**src/rtl/seq_shift_mul_pkg.sv**
```systemverilog
// Shared encodings for the sequential shift/multiply unit.
package seq_shift_mul_pkg;

  localparam int unsigned OP_W = 2;

  typedef enum logic [OP_W-1:0] {
    OP_LSL = 2'b00,
    OP_LSR = 2'b01,
    OP_ASR = 2'b10,
    OP_MUL = 2'b11
  } op_e;

  typedef enum logic [1:0] {
    S_IDLE = 2'b00,
    S_RUN  = 2'b01,
    S_DONE = 2'b10
  } state_e;

  function automatic logic is_mul(input op_e op);
    return op == OP_MUL;
  endfunction

endpackage

```
**src/rtl/shift_mul_step.sv**
```systemverilog
// One iteration of the shift/multiply datapath: a single-bit shift, or one
// shift-and-add step of an unsigned multiply over the {hi,lo} pair.
module shift_mul_step
  import seq_shift_mul_pkg::*;
#(
  parameter int unsigned N = 64
) (
  input  op_e          op,
  input  logic [N-1:0] hi,
  input  logic [N-1:0] lo,
  input  logic [N-1:0] a,
  input  logic         sign,
  output logic [N-1:0] hi_nxt,
  output logic [N-1:0] lo_nxt
);

  logic [N:0] sum;

  always_comb begin
    hi_nxt = hi;
    lo_nxt = lo;
    sum    = '0;
    case (op)
      OP_LSL: lo_nxt = {lo[N-2:0], 1'b0};
      OP_LSR: lo_nxt = {1'b0, lo[N-1:1]};
      OP_ASR: lo_nxt = {sign, lo[N-1:1]};
      OP_MUL: begin
        // Add the multiplicand when the current multiplier bit is set, then
        // shift the whole {carry,hi,lo} right by one.
        sum    = (N+1)'(hi) + (N+1)'(lo[0] ? a : '0);
        hi_nxt = sum[N:1];
        lo_nxt = {sum[0], lo[N-1:1]};
      end
      default: begin
        hi_nxt = hi;
        lo_nxt = lo;
      end
    endcase
  end

endmodule

```
**src/rtl/seq_shift_mul_unit.sv**
```systemverilog
// Multi-cycle LSL/LSR/ASR and unsigned NxN->2N multiply with a
// start/busy/done handshake; shifts run one bit per cycle.
module seq_shift_mul_unit
  import seq_shift_mul_pkg::*;
#(
  parameter int unsigned N = 64
) (
  input  logic         clock,
  input  logic         reset_n,
  input  logic         start,
  input  logic [1:0]   op,
  input  logic [N-1:0] A,
  input  logic [N-1:0] B,
  output logic         busy,
  output logic         done,
  output logic [N-1:0] F,
  output logic [N-1:0] Fhi
);

  localparam int unsigned SHW = $clog2(N);
  localparam int unsigned CW  = SHW + 1;

  state_e       state;
  op_e          op_q;
  logic [N-1:0] a_q;
  logic [CW-1:0] cnt;
  logic [N-1:0] hi;
  logic [N-1:0] lo;
  logic [N-1:0] hi_nxt;
  logic [N-1:0] lo_nxt;
  op_e          op_in;

  assign op_in = op_e'(op);

  shift_mul_step #(.N(N)) u_step (
    .op     (op_q),
    .hi     (hi),
    .lo     (lo),
    .a      (a_q),
    .sign   (a_q[N-1]),
    .hi_nxt (hi_nxt),
    .lo_nxt (lo_nxt)
  );

  // Control FSM; the lo register doubles as the shift work register.
  always_ff @(posedge clock or negedge reset_n) begin
    if (!reset_n) begin
      state <= S_IDLE;
      op_q  <= OP_LSL;
      a_q   <= '0;
      cnt   <= '0;
      hi    <= '0;
      lo    <= '0;
      busy  <= 1'b0;
      done  <= 1'b0;
      F     <= '0;
      Fhi   <= '0;
    end else begin
      case (state)
        S_IDLE, S_DONE: begin
          done <= 1'b0;
          if (start) begin
            op_q  <= op_in;
            a_q   <= A;
            cnt   <= is_mul(op_in) ? CW'(N) : CW'(B[SHW-1:0]);
            hi    <= '0;
            lo    <= is_mul(op_in) ? B : A;
            busy  <= 1'b1;
            state <= S_RUN;
          end else begin
            state <= S_IDLE;
          end
        end
        S_RUN: begin
          if (cnt != '0) begin
            hi  <= hi_nxt;
            lo  <= lo_nxt;
            cnt <= cnt - CW'(1);
          end else begin
            F     <= lo;
            Fhi   <= hi;
            busy  <= 1'b0;
            done  <= 1'b1;
            state <= S_DONE;
          end
        end
        default: begin
          busy  <= 1'b0;
          done  <= 1'b0;
          state <= S_IDLE;
        end
      endcase
    end
  end

endmodule
```
**config.mk**
```make
export PLATFORM = sky130hd
export DESIGN_NAME = seq_shift_mul_unit
export DESIGN_NICKNAME = d
export VERILOG_FILES = /design/src/rtl/seq_shift_mul_pkg.sv /design/src/rtl/shift_mul_step.sv /design/src/rtl/seq_shift_mul_unit.sv
export SDC_FILE = /design/constraint.sdc
export NUM_CORES = 1
export LEC_CHECK = 0
export CAP_MARGIN = 20
export CORE_ASPECT_RATIO = 0.6
export CORE_MARGIN = 1
export CORE_UTILIZATION = 54
export CTS_BUF_LIST = sky130_fd_sc_hd__clkbuf_8
export CTS_CLUSTER_SIZE = 16
export DETAILED_ROUTE_END_ITERATION = 8
export DONT_BUFFER_PORTS = 1
export GPL_TIMING_DRIVEN = 0
export PLACE_DENSITY_LB_ADDON = 0.2
export SLEW_MARGIN = 15
export SYNTH_ARGS = -nofsm -noshare
export SYNTH_HDL_FRONTEND = slang
export SYNTH_SLANG_ARGS = --single-unit
```
**constraint.sdc**
```tcl
create_clock -name clock -period 4.3 [get_ports clock]
set_input_delay 0.86 -clock clock [delete_from_list [all_inputs] [get_ports clock]]
set_output_delay 0.86 -clock clock [all_outputs]
set_load 0.02 [all_outputs]
```
-- Word-level counts from Yosys, hierarchy flattened
Index checks and enable logic that the tools add are counted.
- flip-flop bits (word level): 333
- bits of input ports: 133
- output and inout port bits: 130
- logic and storage cells: 55
- $add $sub $neg: 2
- equality and inequality tests: 10
- muxes and demuxes: 22
- bitwise gates (word level): 1
- reductions and logical operators: 10
- operators by type and width (cell ; number):
    $mux 64 ; 7
    $pmux 64 s2 ; 2
    $pmux 64 s4 ; 1
    $add 64x65->65 ; 1
    $mux 7 ; 3
    $pmux 7 s2 ; 1
    $eq 2x2->1 const B ; 4
    $reduce_bool 7->1 ; 1
    $sub 7x1->7 const B ; 1
    $ne 2x2->1 const B ; 3
    $reduce_and 2->1 ; 3
    $mux 1 ; 5
    $eq 2x1->1 const B ; 2
    $logic_not 2->1 ; 2
    $pmux 2 s2 ; 1
    $reduce_and 4->1 ; 1
    $reduce_and 3->1 ; 1
    $mux 2 ; 1
    $ne 2x1->1 const B ; 1
    $pmux 1 s2 ; 1
    $reduce_bool 2->1 ; 1
    $reduce_or 2->1 ; 1
    $not 1->1 ; 1

-- Logic depth before layout (Yosys ltp)
- depth after elaboration: 5
- gate-level depth with buffers: 15

-- Cells and area by module
Synthesis repeated with hierarchy kept, for this count alone.
- cell total of the unflattened synthesis: 1975
- area, all modules: 19431.1 sq um
- modules (own cells, without submodules) (module ; times used ; cells each ; area each (sq um) ; sequential area each (sq um)):
    seq_shift_mul_unit ; 1 ; 1104 ; 13725.7 ; 8308.0
    shift_mul_step ; 1 ; 871 ; 5705.5 ; 0.0

-- Worst setup path after synthesis
Ideal clock, no wire load.
- path kind: register to register
- start: register lo[0]
- end: register hi[39]
- arrival: 3.108 ns
- required time: 4.179 ns
- path slack: 1.071 ns
- stages on the path, launching flop included: 16
- buffers on the path: 1
- period minus slack after synthesis: 3.229 ns
- cells stage by stage: dfrtp_1 -> clkbuf_1 -> and2_1 -> ha_1 -> inv_1 -> fa_1 -> nand2b_1 -> a21o_1 -> a211oi_1 -> o211a_1 -> o2111ai_1 -> a21oi_1 -> a21oi_1 -> a211o_1 -> xnor2_1 -> a22o_1
- word-level cells in the longest chain between the ends: 5
- ends and longest elaborated chain (item ; RTL line ; RTL):
    start, declared ; seq_shift_mul_unit.sv:28 ; logic [N-1:0] lo;
    start signal, assigned ; seq_shift_mul_unit.sv:67 ; lo <= is_mul(op_in) ? B : A;
    start signal, assigned ; seq_shift_mul_unit.sv:77 ; lo <= lo_nxt;
    $mux 64 ; shift_mul_step.sv:30 ; sum = (N+1)'(hi) + (N+1)'(lo[0] ? a : '0);
    $add 64x65->65 ; shift_mul_step.sv:30 ;
    $mux 64 ; shift_mul_step.sv:23 ; case (op)
    $mux 64 ; seq_shift_mul_unit.sv:75 ; if (cnt != '0) begin
    $pmux 64 s2 ; seq_shift_mul_unit.sv:59 ; case (state)
    end signal, assigned ; seq_shift_mul_unit.sv:76 ; hi <= hi_nxt;
    end, declared ; seq_shift_mul_unit.sv:27 ; logic [N-1:0] hi;
No other way between the ends. The select of a mux whose other input is x is not followed.
A chain may end at the register's enable or synchronous reset.

-- Worst setup path after layout
- start: register lo[0]
- end: register hi[60]
The elaborated chain is that of the path after synthesis.

==> run_results.csv <==
group,metric,value,unit
outcome,outcome,"finished, violations left",
outcome,violations,"negative hold slack",
global_route,antenna_found_initial,5,
sta,setup_viol_count_final,0,
setup_path,crit_arrival,4.66,ns
synth,yosys_warnings,0,
route,routed_wl,58.3,mm
route,num_vias,16000,
cts,clock-sinks,332,
setup_path,worstPathCellList,"clkbuf_4 -> clkbuf_2 -> and2_1 -> ha_1 -> clkbuf_1 -> nand4_1 -> nor3b_1 -> and2_1 -> a211oi_2 -> buf_4 -> a31oi_2 -> a31oi_1 -> o31ai_1 -> xnor2_1 -> o21ai_0",
synth,yosysTopAreaCell,"dfrtp_1",
job,cap_violations,0,
floorplan,fp.dieW,240,um
layout,diodes,0,
cts,tritoncts,"done",
synth,synth_fp_nets,2336,
synth,synthFlopType,"dfrtp_1",
global_route,grt_max_degree,333,
route,firstDrtPassIters,8,
setup_path,path_delay_family,"compound AO/OA/AOI/OAI gates",
synth,postSynth.asyncResetShare,100,%
floorplan,die-area,34700,um^2
synth,yosysUniqueCellTypes,61,
floorplan,fp.coreArea,32900,um^2
global_route,grt_pass1_wl,88.5,mm
min_path,hp-class,"in2async",
synth,ys_top_cells_by_area,"dfrtp_1, nand2_1, mux2_2",
cts,clkLatencyLatePin,0.61,ns
synth,netlist_area,18300,um^2
floorplan,ioPinCount,263,
cts,root_buffer,"clkbuf_8",
route,drc_errors,0,
sta,skew,0.0160,ns
synth,yosysMostFrequentCell,"nand2_1",
setup_path,cpPeakStageDelay,0.45,ns
place,dp_hpwl,43.6,mm
setup_path,required,4.75,ns
sta,finalHoldViolCount,107,
cts,htreeDepth,2,
route,antenna_left,0,
layout,area_delta_synth_final,8.89,%
setup_path,slowest_stage,"dfrtp_1",
layout,drive_gt1_share,10.0,%
cts,cts_made_buffers,49,
power_and_ir_drop,p_per_area,770,nW/um^2
sta,rsz0062_at_grt,"true",
route,avgViaCountPerCell,6.00,
layout,multiInputGateArea,9490,um^2
cts,clk_pin_slew,0.07,ns
synth,synth_top_area_share,45.3,%
setup_path,critPathKind,"reg2reg",
layout,regArea,8310,um^2
route,routedWlPerCell,21.8,um
floorplan,die_h,145,um
route,drt_iter0_drc,1802,
sta,max_freq,0.237,GHz
sta,fin_hold_ws,-0.0482,ns
synth,ys_ff_latch,332,
global_route,grt_pass1_vias,15100,
synth,synth-seq-area-share,45.3,%
sta,slew_headroom,23.7,%
sta,setup_tns,0,ns
setup_path,path_buf_inv,4,
synth,synth_common_cells,"nand2_1, dfrtp_1, o21ai_0, mux2_2, clkbuf_1",
sta,tightest_slew,1.14,ns
power_and_ir_drop,p_leak,9.37,nW
sta,period_share,98.0,%
synth,syn_avg_cell_area,8.58,um^2
layout,nets,2389,
sta,period_minus_slack,4.21,ns
cts,clock_path_buffers,3,
synth,syn_inst,2136,
place,portBuffers,0,
global_route,gr-usage-all-layers,33.7,%
setup_path,setup.worst_path.end_class,"register",
synth,synth_edf_count,0,
setup_path,critPathMaxFanout,10,
setup_path,worstSetupStartpointType,"register",
place,place_congestion,0.991,
sta,drv_slew,0,
power_and_ir_drop,peakVddDrop,400,uV
floorplan,initial_core_util,55.7,%
floorplan,rows,51,
global_route,grt_overflow,0,
layout,num-fill-cells,2968,
setup_path,critical_path.most_common_cell,"and2_1",
-- where the power goes --
| group | switching [W] | leakage, nW | internal [W] | total [W] |
|---|---|---|---|---|
| Clock | 0.00129 | 0.568 | 0.00143 | 0.00272 |
| Combinational | 0.00404 | 4.58 | 0.00226 | 0.00630 |
| Sequential | 0.00183 | 4.22 | 0.00452 | 0.00635 |
| Total | 0.00716 | 9.37 | 0.00821 | 0.0154 |
-- metrics by stage --
step	instance area, um^2	worst slack [ns]	utilization (%)	power [W]	cells
3_3_place_gp	18900	-0.751	57.4	0.0123	2586
4_1_cts	19900	0.0581	60.5	0.0152	2669
3_5_place_dp	18900	-0.698	57.4	0.0125	2586
5_1_grt	20000	-0.149	60.6	0.0164	2671
2_1_floorplan	18300	1.07	-	0.0104	2136
6_report	20000	0.0875	60.6	0.0154	2671
-- routing by layer --
layer | up-vias | global-route usage [%] | routed length [um]
li1 | 7349 | - | -
met1 | 7799 | 52.0 | 27300
met2 | 791 | 45.9 | 23300
met3 | 96 | 9.60 | 6550
met4 | 4 | 8.01 | 1170
met5 | - | 0 | 23
-- path summary, 6_finish.rpt --
kind	start	to	slack, ns	depth (start not counted)
max	lo[0]	hi[60]	0.09	15
min	reset_n	Fhi[22]	-0.05	0
max reg2reg	lo[0]	hi[60]	0.09	15
min reg2reg	a_q[16]	a_q[16]	0.50	1
max in group asynchronous	reset_n	F[47]	3.83	0
min in group clock	B[0]	cnt[0]	0.39	2
-- layout by cell type (no fill, tap or decap), drive strengths merged, types with 4 or more instances in the layout --
master  instances
nand2b          6
ha             66
clkbuf        182
nor3           15
a211oi          6
o21a            9
buf            13
nor2           50
nand2         684
a21o           24
nand4          20
xnor2          28
o21bai         11
and2           72
xor2           30
a21oi          87
a221oi          4
a31oi          11
and3            9
or2             5
nand3          83
o21ai         227
a22o           11
mux2i           4
or3             4
inv            34
dfrtp         332
nor2b           9
o31ai           8
mux2          129
-- kinds of logic after synthesis --
family / count (synthesis) / share of synthesized area [%]
AOI/OAI and AO/OA: 428 / 13.6
muxes: 133 / 8.14
buffers and inverters: 150 / 3.08
DFF: 332 / 45.3
adders and majority gates: 67 / 4.61
xor gates and xnor gates: 58 / 2.77
and+or+nand+nor: 968 / 22.5
-- flip-flops by register name, summed over array words and instances, names as in the netlist --
register / cells
F: 64
Fhi: 64
a_q: 64
hi: 64
lo: 64
cnt: 7
op_q: 2
busy: 1
done: 1
state: 1
-- repair_timing --
action,4_1_cts,5_1_grt
gates resized for setup,4,5
pin swaps,0,1
endpoints found under the hold margin,332,166
buffers inserted,0,2
endpoints found under the setup margin,11,10
-- cell type report --
type,count,share of cell area (%)
multi-input cells,1654,47.5
flip-flops and latches,332,41.6
clock buffers,63,4.34
well taps,450,2.82
plain buffers,130,2.48
clock inverters,20,0.740
inverters,20,0.376
repair buffers,2,0.0752
(Power assumes the default switching activity.)
